[src/rtl/timer_pkg.sv]
// Shared types, BCD limits and the mm:ss validity check for the countdown timer.
package timer_pkg;

   typedef enum logic [1:0] {IDLE, RUN, PAUSED, EXPIRED} timer_state_e;

   localparam logic [3:0]  SEC_TENS_MAX = 4'd5;
   localparam logic [3:0]  DIGIT_MAX    = 4'd9;
   localparam logic [15:0] CNT_MAX      = 16'h9959;

   function automatic logic is_valid_mmss(input logic [15:0] i_val);
      return (i_val[15:12] <= DIGIT_MAX) && (i_val[11:8] <= DIGIT_MAX) &&
             (i_val[7:4] <= SEC_TENS_MAX) && (i_val[3:0] <= DIGIT_MAX);
   endfunction

endpackage

[src/rtl/bcd_digit_dec.sv]
// Single BCD digit decrement: wraps 0 to MAX and borrows from the next digit.
module bcd_digit_dec #(
   parameter logic [3:0] MAX = 4'd9
) (
   input  logic [3:0] i_digit,
   input  logic       i_borrow_in,
   output logic [3:0] o_digit,
   output logic       o_borrow_out
);

   always_comb begin
      o_digit      = i_digit;
      o_borrow_out = 1'b0;
      if (i_borrow_in) begin
         if (i_digit == 4'd0) begin
            o_digit      = MAX;
            o_borrow_out = 1'b1;
         end else begin
            o_digit = i_digit - 4'd1;
         end
      end
   end

endmodule

[src/rtl/bcd_countdown_timer.sv]
// BCD mm:ss countdown timer with load/start/pause control and a one-clk timeout pulse.
// Optional bonus-seconds adder is built only when TIMER_BONUS_EN is defined.
module bcd_countdown_timer
   import timer_pkg::*;
#(
   parameter logic [15:0] PRESET    = 16'h0100,
   parameter logic [7:0]  BONUS_SEC = 8'h10
) (
   input  logic        i_clk,
   input  logic        i_rst_n,
   input  logic        i_tick_1s,
   input  logic        i_load,
   input  logic [15:0] i_load_val,
   input  logic        i_start,
   input  logic        i_pause,
   input  logic        i_gameover,
   input  logic        i_bonus,
   output logic [15:0] o_cnt,
   output logic        o_running,
   output logic        o_zero,
   output logic        o_timeout,
   output logic        o_load_err
);

   timer_state_e r_state;
   logic [15:0]  r_cnt;
   logic         r_timeout;
   logic         r_load_err;
   logic [15:0]  w_dec;
   logic [2:0]   w_borrow;
   logic         w_unused_borrow;
   logic         w_bonus_hit;
   logic [15:0]  w_bonus_cnt;

   bcd_digit_dec #(.MAX(DIGIT_MAX)) u_sec_units (
      .i_digit(r_cnt[3:0]), .i_borrow_in(1'b1),
      .o_digit(w_dec[3:0]), .o_borrow_out(w_borrow[0])
   );
   bcd_digit_dec #(.MAX(SEC_TENS_MAX)) u_sec_tens (
      .i_digit(r_cnt[7:4]), .i_borrow_in(w_borrow[0]),
      .o_digit(w_dec[7:4]), .o_borrow_out(w_borrow[1])
   );
   bcd_digit_dec #(.MAX(DIGIT_MAX)) u_min_units (
      .i_digit(r_cnt[11:8]), .i_borrow_in(w_borrow[1]),
      .o_digit(w_dec[11:8]), .o_borrow_out(w_borrow[2])
   );
   bcd_digit_dec #(.MAX(DIGIT_MAX)) u_min_tens (
      .i_digit(r_cnt[15:12]), .i_borrow_in(w_borrow[2]),
      .o_digit(w_dec[15:12]), .o_borrow_out(w_unused_borrow)
   );

`ifdef TIMER_BONUS_EN
   logic [15:0] w_base;
   logic [4:0]  w_su, w_st, w_mu, w_mt;

   // Base includes this cycle's tick so bonus and decrement combine in one edge.
   always_comb begin
      w_base = ((r_state == RUN) && i_tick_1s) ? w_dec : r_cnt;
      w_su   = {1'b0, w_base[3:0]} + {1'b0, BONUS_SEC[3:0]};
      w_st   = {1'b0, w_base[7:4]} + {1'b0, BONUS_SEC[7:4]};
      if (w_su > 5'd9) begin
         w_su = w_su - 5'd10;
         w_st = w_st + 5'd1;
      end
      w_mu = {1'b0, w_base[11:8]};
      if (w_st > 5'd5) begin
         w_st = w_st - 5'd6;
         w_mu = w_mu + 5'd1;
      end
      w_mt = {1'b0, w_base[15:12]};
      if (w_mu > 5'd9) begin
         w_mu = w_mu - 5'd10;
         w_mt = w_mt + 5'd1;
      end
      if (w_mt > 5'd9) w_bonus_cnt = CNT_MAX;
      else             w_bonus_cnt = {w_mt[3:0], w_mu[3:0], w_st[3:0], w_su[3:0]};
   end
   assign w_bonus_hit = i_bonus;
`else
   logic w_unused_bonus;
   assign w_unused_bonus = i_bonus & (|BONUS_SEC);
   assign w_bonus_hit    = 1'b0;
   assign w_bonus_cnt    = r_cnt;
`endif

   always_ff @(posedge i_clk) begin
      r_timeout  <= 1'b0;
      r_load_err <= 1'b0;
      if (!i_rst_n) begin
         r_cnt   <= PRESET;
         r_state <= IDLE;
      end else if (i_load) begin
         if (is_valid_mmss(i_load_val)) begin
            r_cnt   <= i_load_val;
            r_state <= IDLE;
         end else begin
            r_load_err <= 1'b1;
         end
      end else if (!i_gameover) begin
         unique case (r_state)
            IDLE: begin
               if (i_start && !i_pause && (r_cnt != 16'h0000)) r_state <= RUN;
            end
            RUN: begin
               if (i_pause) begin
                  r_state <= PAUSED;
               end else if (w_bonus_hit) begin
                  r_cnt <= w_bonus_cnt;
               end else if (i_tick_1s) begin
                  r_cnt <= w_dec;
                  if (r_cnt == 16'h0001) begin
                     r_state   <= EXPIRED;
                     r_timeout <= 1'b1;
                  end
               end
            end
            PAUSED: begin
               if (i_start && !i_pause) r_state <= RUN;
               else if (w_bonus_hit)    r_cnt   <= w_bonus_cnt;
            end
            EXPIRED: ;
            default: r_state <= IDLE;
         endcase
      end
   end

   assign o_cnt      = r_cnt;
   assign o_running  = (r_state == RUN);
   assign o_zero     = (r_cnt == 16'h0000);
   assign o_timeout  = r_timeout;
   assign o_load_err = r_load_err;

endmodule

[config.mk]
export PLATFORM = sky130hd
export DESIGN_NAME = bcd_countdown_timer
export DESIGN_NICKNAME = d
export VERILOG_FILES = /design/src/rtl/timer_pkg.sv /design/src/rtl/bcd_digit_dec.sv /design/src/rtl/bcd_countdown_timer.sv
export SDC_FILE = /design/constraint.sdc
export NUM_CORES = 1
export LEC_CHECK = 0
export CAP_MARGIN = 20
export CORE_ASPECT_RATIO = 0.75
export CORE_UTILIZATION = 42
export DETAILED_ROUTE_END_ITERATION = 10
export MAX_ROUTING_LAYER = met4
export PLACE_DENSITY_LB_ADDON = 0.25
export SLEW_MARGIN = 20
export SYNTH_ARGS = -nofsm -noshare
export SYNTH_HDL_FRONTEND = slang
export SYNTH_HIERARCHICAL = 1
export SYNTH_SLANG_ARGS = --single-unit
[constraint.sdc]
create_clock -name i_clk -period 3.8 [get_ports i_clk]
set_input_delay 0.76 -clock i_clk [delete_from_list [all_inputs] [get_ports i_clk]]
set_output_delay 0.76 -clock i_clk [all_outputs]
set_load 0.01 [all_outputs]
# After elaboration in Yosys (flattened, before gate mapping)
# Index checks and enable logic that the tools add are counted.
# word_totals
register_bits	20
inputBits	24
out_inout_bits	20
wordCells	83
# classes
add_sub_neg	4
order_cmp	4
eq_ne	10
n_mux	29
bitwise	3
reduce_logical	26
# ops
cell	n
2-to-1 mux 16 bit	6
2-to-1 mux 4 bit	7
AND reduction 6 bit	3
equality test 16 x 1 -> 1 bit (second input constant)	1
zero test 16 bit	1
zero test 4 bit	4
2-to-1 mux 2 bit	8
nonzero test 16 bit	1
subtractor 4 x 1 -> 4 bit (second input constant)	4
<= comparator 4 bit (second input constant)	3
nonzero test 2 bit	5
2-to-1 mux 1 bit	7
AND reduction 7 bit	1
!= test 3 bit (second input constant)	2
case mux 2 bit (3 select lines)	1
OR reduction 6 bit	1
logical AND 1 bit	5
AND reduction 5 bit	1
<= comparator 4 x 3 -> 1 bit (second input constant)	1
!= test 2 bit (second input constant)	2
!= test 4 x 3 -> 1 bit (second input constant)	1
!= test 4 bit (second input constant)	1
nonzero test 4 bit	1
NOT 1 bit	3
other kinds (6)	6

# Longest topological paths before layout
# logic_depth
word_depth	10
depth_mapped	12
ltp_nobuf	12

# By module
# The synthesis kept the hierarchy.
# by_module_without_submodules
module	n_inst	cells_each	area_each_um2	seq_area_each_um2
bcd_countdown_timer	1	112	1058.5	400.4
bcd_digit_dec (u_min_tens ...)	3	11	78.8	0.0
bcd_digit_dec (u_sec_tens)	1	9	58.8	0.0

# Least setup slack after synthesis
# Ideal clock, no wire load.
# synth_timing
path_kind	flip-flop to flip-flop
start	reg r_cnt[0], in the netlist o_cnt[0]
end	reg r_cnt[14], in the netlist o_cnt[14]
setup_ps	86
arrival_time_ps	3077
required_ps	3714
path_slack_ps	637
path_stages_with_launch	13
path_buffers	0
period_less_slack_ps	3163
cell_sequence	dfxtp_1 nand2b_4 nor4_1 inv_1 or3_4 nor3_1 nand2b_4 nor4_1 nand2b_4 or4b_1 nand2_1 mux2i_1 a211oi_1
# synth_between
elab_chain_cells	6
# synth_rtl
element	line_no	rtl
start, declared	bcd_countdown_timer.sv:26	logic [15:0] r_cnt;
start signal, assigned	bcd_countdown_timer.sv:94	r_cnt <= i_load_val;
start signal, assigned	bcd_countdown_timer.sv:108	r_cnt <= w_bonus_cnt;
start signal, assigned	bcd_countdown_timer.sv:110	r_cnt <= w_dec;
zero test 4 bit	bcd_digit_dec.sv:15	if (i_digit == 4'd0) begin
2-to-1 mux 1 bit	bcd_digit_dec.sv:15	
net w_borrow[0]	bcd_countdown_timer.sv:30	logic [2:0] w_borrow;
2-to-1 mux 1 bit	bcd_digit_dec.sv:14	if (i_borrow_in) begin
net w_borrow[1]	bcd_countdown_timer.sv:30	
2-to-1 mux 1 bit	bcd_digit_dec.sv:14	
net w_borrow[2]	bcd_countdown_timer.sv:30	
nonzero test 2 bit (no source line)	-	
AND reduction 6 bit (no source line)	-	
# The timed path passes the listed nets, and every way through them passes these cells.
# A chain may end at the register's enable or synchronous reset.

# Worst setup path in the final report
# Ends and elaborated chain as after synthesis.

==> results.md <==
* Antenna cells at 0
* Post-Synthesis Cells at 153
* Comb pwr share at 0.235
* Clock sink count at 20
* PD cells at 279 nW/um^2
* Gpl congestion at 0.854
* Post-route ant nets at 0
* DR vias/cell at 5.56
* Ys Warns at 6
* Total Wirelength at 3.42 mm
* Fmax at 303 MHz
* Final period util at 0.869
* Initial Util at 0.449
* VDD IR max at 0.183 mV
* Drt first-iter violations at 54
* Switching power at 142 uW
* Worst hold path class: register to register
* Clock slew seen by the registers of the worst setup and hold paths at 0.08 ns
* Startpoint Class: register
* Share of post-route cells with drive strength above 1 at 0.102
* Largest net degree at the start of global routing at 32
* Area grow syn2layout at 38.3%
* Final Skew at 0.00705 ns
* Die ar. at 3440 um^2
* Final setup viols at 0
* Total number of vias at 1300
* Hold WS at 0.570 ns
* Core Footprint at 3000 um^2
* Pleak at 0.718 nW
* Power, Total at 520 uW
* Layout Nets at 221
* Num CTS Buffers at 3
* Classification of the worst setup path: register to register
* Die X at 67.4 um
* Design area at 1860 um^2
* Longest Clk Path Bufs at 2
* Reg power frac at 0.447
* CTS-repair resized insts at 0
* Clock group share of total power at 0.318
* I/O Pins at 44
* Syn_area_per_cell at 8.81 um^2
* CTS tree: done
* Cell Int Power at 378 uW
* Status: finished, final reports clean
* Setup bufs post-CTS at 0
* Final hold violation count at 0
* Max Slew Vio Count at 0
* GRT Total Usage at 0.214
* Clock latency at the later pin of the worst-skew pair at 0.26 ns
* Final Critical Period at 3.30 ns
* Setup TNS at 0 ns
* Switching Fraction at 0.273
* Wire per inst at 14.6 um
* RSZ-0062 raised after global routing: false
* CTS Hold Bufs at 0
* DP Area at 1810 um^2
* IO Port Bufs at 42
* Vias in the first global route at 1156
* DR pass1 iterations at 4
* Crit path required time at 3.97 ns
* Half-perimeter wire length after placement at 2.47 mm
* Worst Tran Pin Value at 0.776 ns
* Die Ht at 51.1 um
* Critical Path AT at 3.47 ns
* Largest fanout on the critical path at 7
* GRT overflow at 0
* Crit. End Element: register
* Root Driver: clkbuf_8
* Synthesized area at 1350 um^2
* H-tree Lvls at 1
* First-pass GRT wire length at 5.34 mm
* DRC errors left at 0
* Slew headroom at 0.481
* Num rows at 17
* Initial antenna violation count at 0
* Max-cap violations at 0
worst max-delay path, cell delays in order (launching register included):
cell      delay (ns)
dfxtp_1         0.39
nand2b_4        0.19
nor4_1          0.37
inv_1           0.10
or3_4           0.37
nor3_1          0.40
nand2b_4        0.12
nor4_1          0.18
buf_4           0.17
nand2b_4        0.07
or4b_1          0.47
nand2_1         0.08
mux2i_1         0.07
a211oi_1        0.24
placed cells by master (no fill, tap or decap), types with 4 or more instances in the layout:
master           instances
nand2_1                  4
clkdlybuf4s50_1         42
o21ai_0                  6
nor3_1                   9
clkbuf_8                 4
o21ai_1                  4
a211oi_1                16
nor2_1                  22
mux2i_1                 16
dfxtp_1                 20
xor2_1                   7
per-layer routing:
layer | global-route usage | routed length, um | part of all wire
met3 | 0.0536 | 156 | 0.046
met2 | 0.342 | 1590 | 0.47
met4 | 0.0390 | 18 | 0.0053
met1 | 0.273 | 1650 | 0.48
met5 | - | 0 | 0
per-stage QoR:
step | util | cells | setup slack, ns
after floorplan | - | 154 | 0.649
after global placement | 0.600 | 230 | 0.632
after detailed placement | 0.603 | 230 | 0.562
after CTS | 0.621 | 234 | 0.530
after global routing | 0.621 | 234 | 0.375
final | 0.621 | 234 | 0.497
cell type report:
| class | count | area (um^2) |
|---|---|---|
| fillers | 250 | 1140 |
| multi-input cells | 125 | 913 |
| repair buffers | 44 | 435 |
| flip-flops and latches | 20 | 400 |
| clock buffers | 4 | 55.1 |
| well taps | 38 | 47.5 |
| inverters | 3 | 11.3 |
final timing paths:
| kind | depth (start not counted) | startpoint | endpoint | slack, ns |
|---|---|---|---|---|
| setup / recovery | 13 | o_cnt[0]$_SDFFE_PN0P_ | o_cnt[14]$_SDFFE_PN0P_ | 0.50 |
| hold / removal | 2 | o_cnt[5]$_SDFFE_PN0P_ | o_cnt[5]$_SDFFE_PN0P_ | 0.57 |
| setup reg to reg | 13 | o_cnt[0]$_SDFFE_PN0P_ | o_cnt[14]$_SDFFE_PN0P_ | 0.50 |
| hold reg to reg | 2 | o_cnt[5]$_SDFFE_PN0P_ | o_cnt[5]$_SDFFE_PN0P_ | 0.57 |
power groups by stage:
stage	registers (mW)	clock network [mW]	logic [mW]
floorplan	0.237	0	0.0672
global placement	0.236	0	0.118
detailed placement	0.237	0	0.121
CTS	0.232	0.171	0.122
global route	0.234	0.180	0.132
finish	0.232	0.165	0.122
flip-flops by register name (all words and copies together), names as in the netlist:
name	cells
r_state	2
o_load_err	1
o_cnt	16
o_timeout	1
No activity file was read; power rests on OpenSTA's default activity.
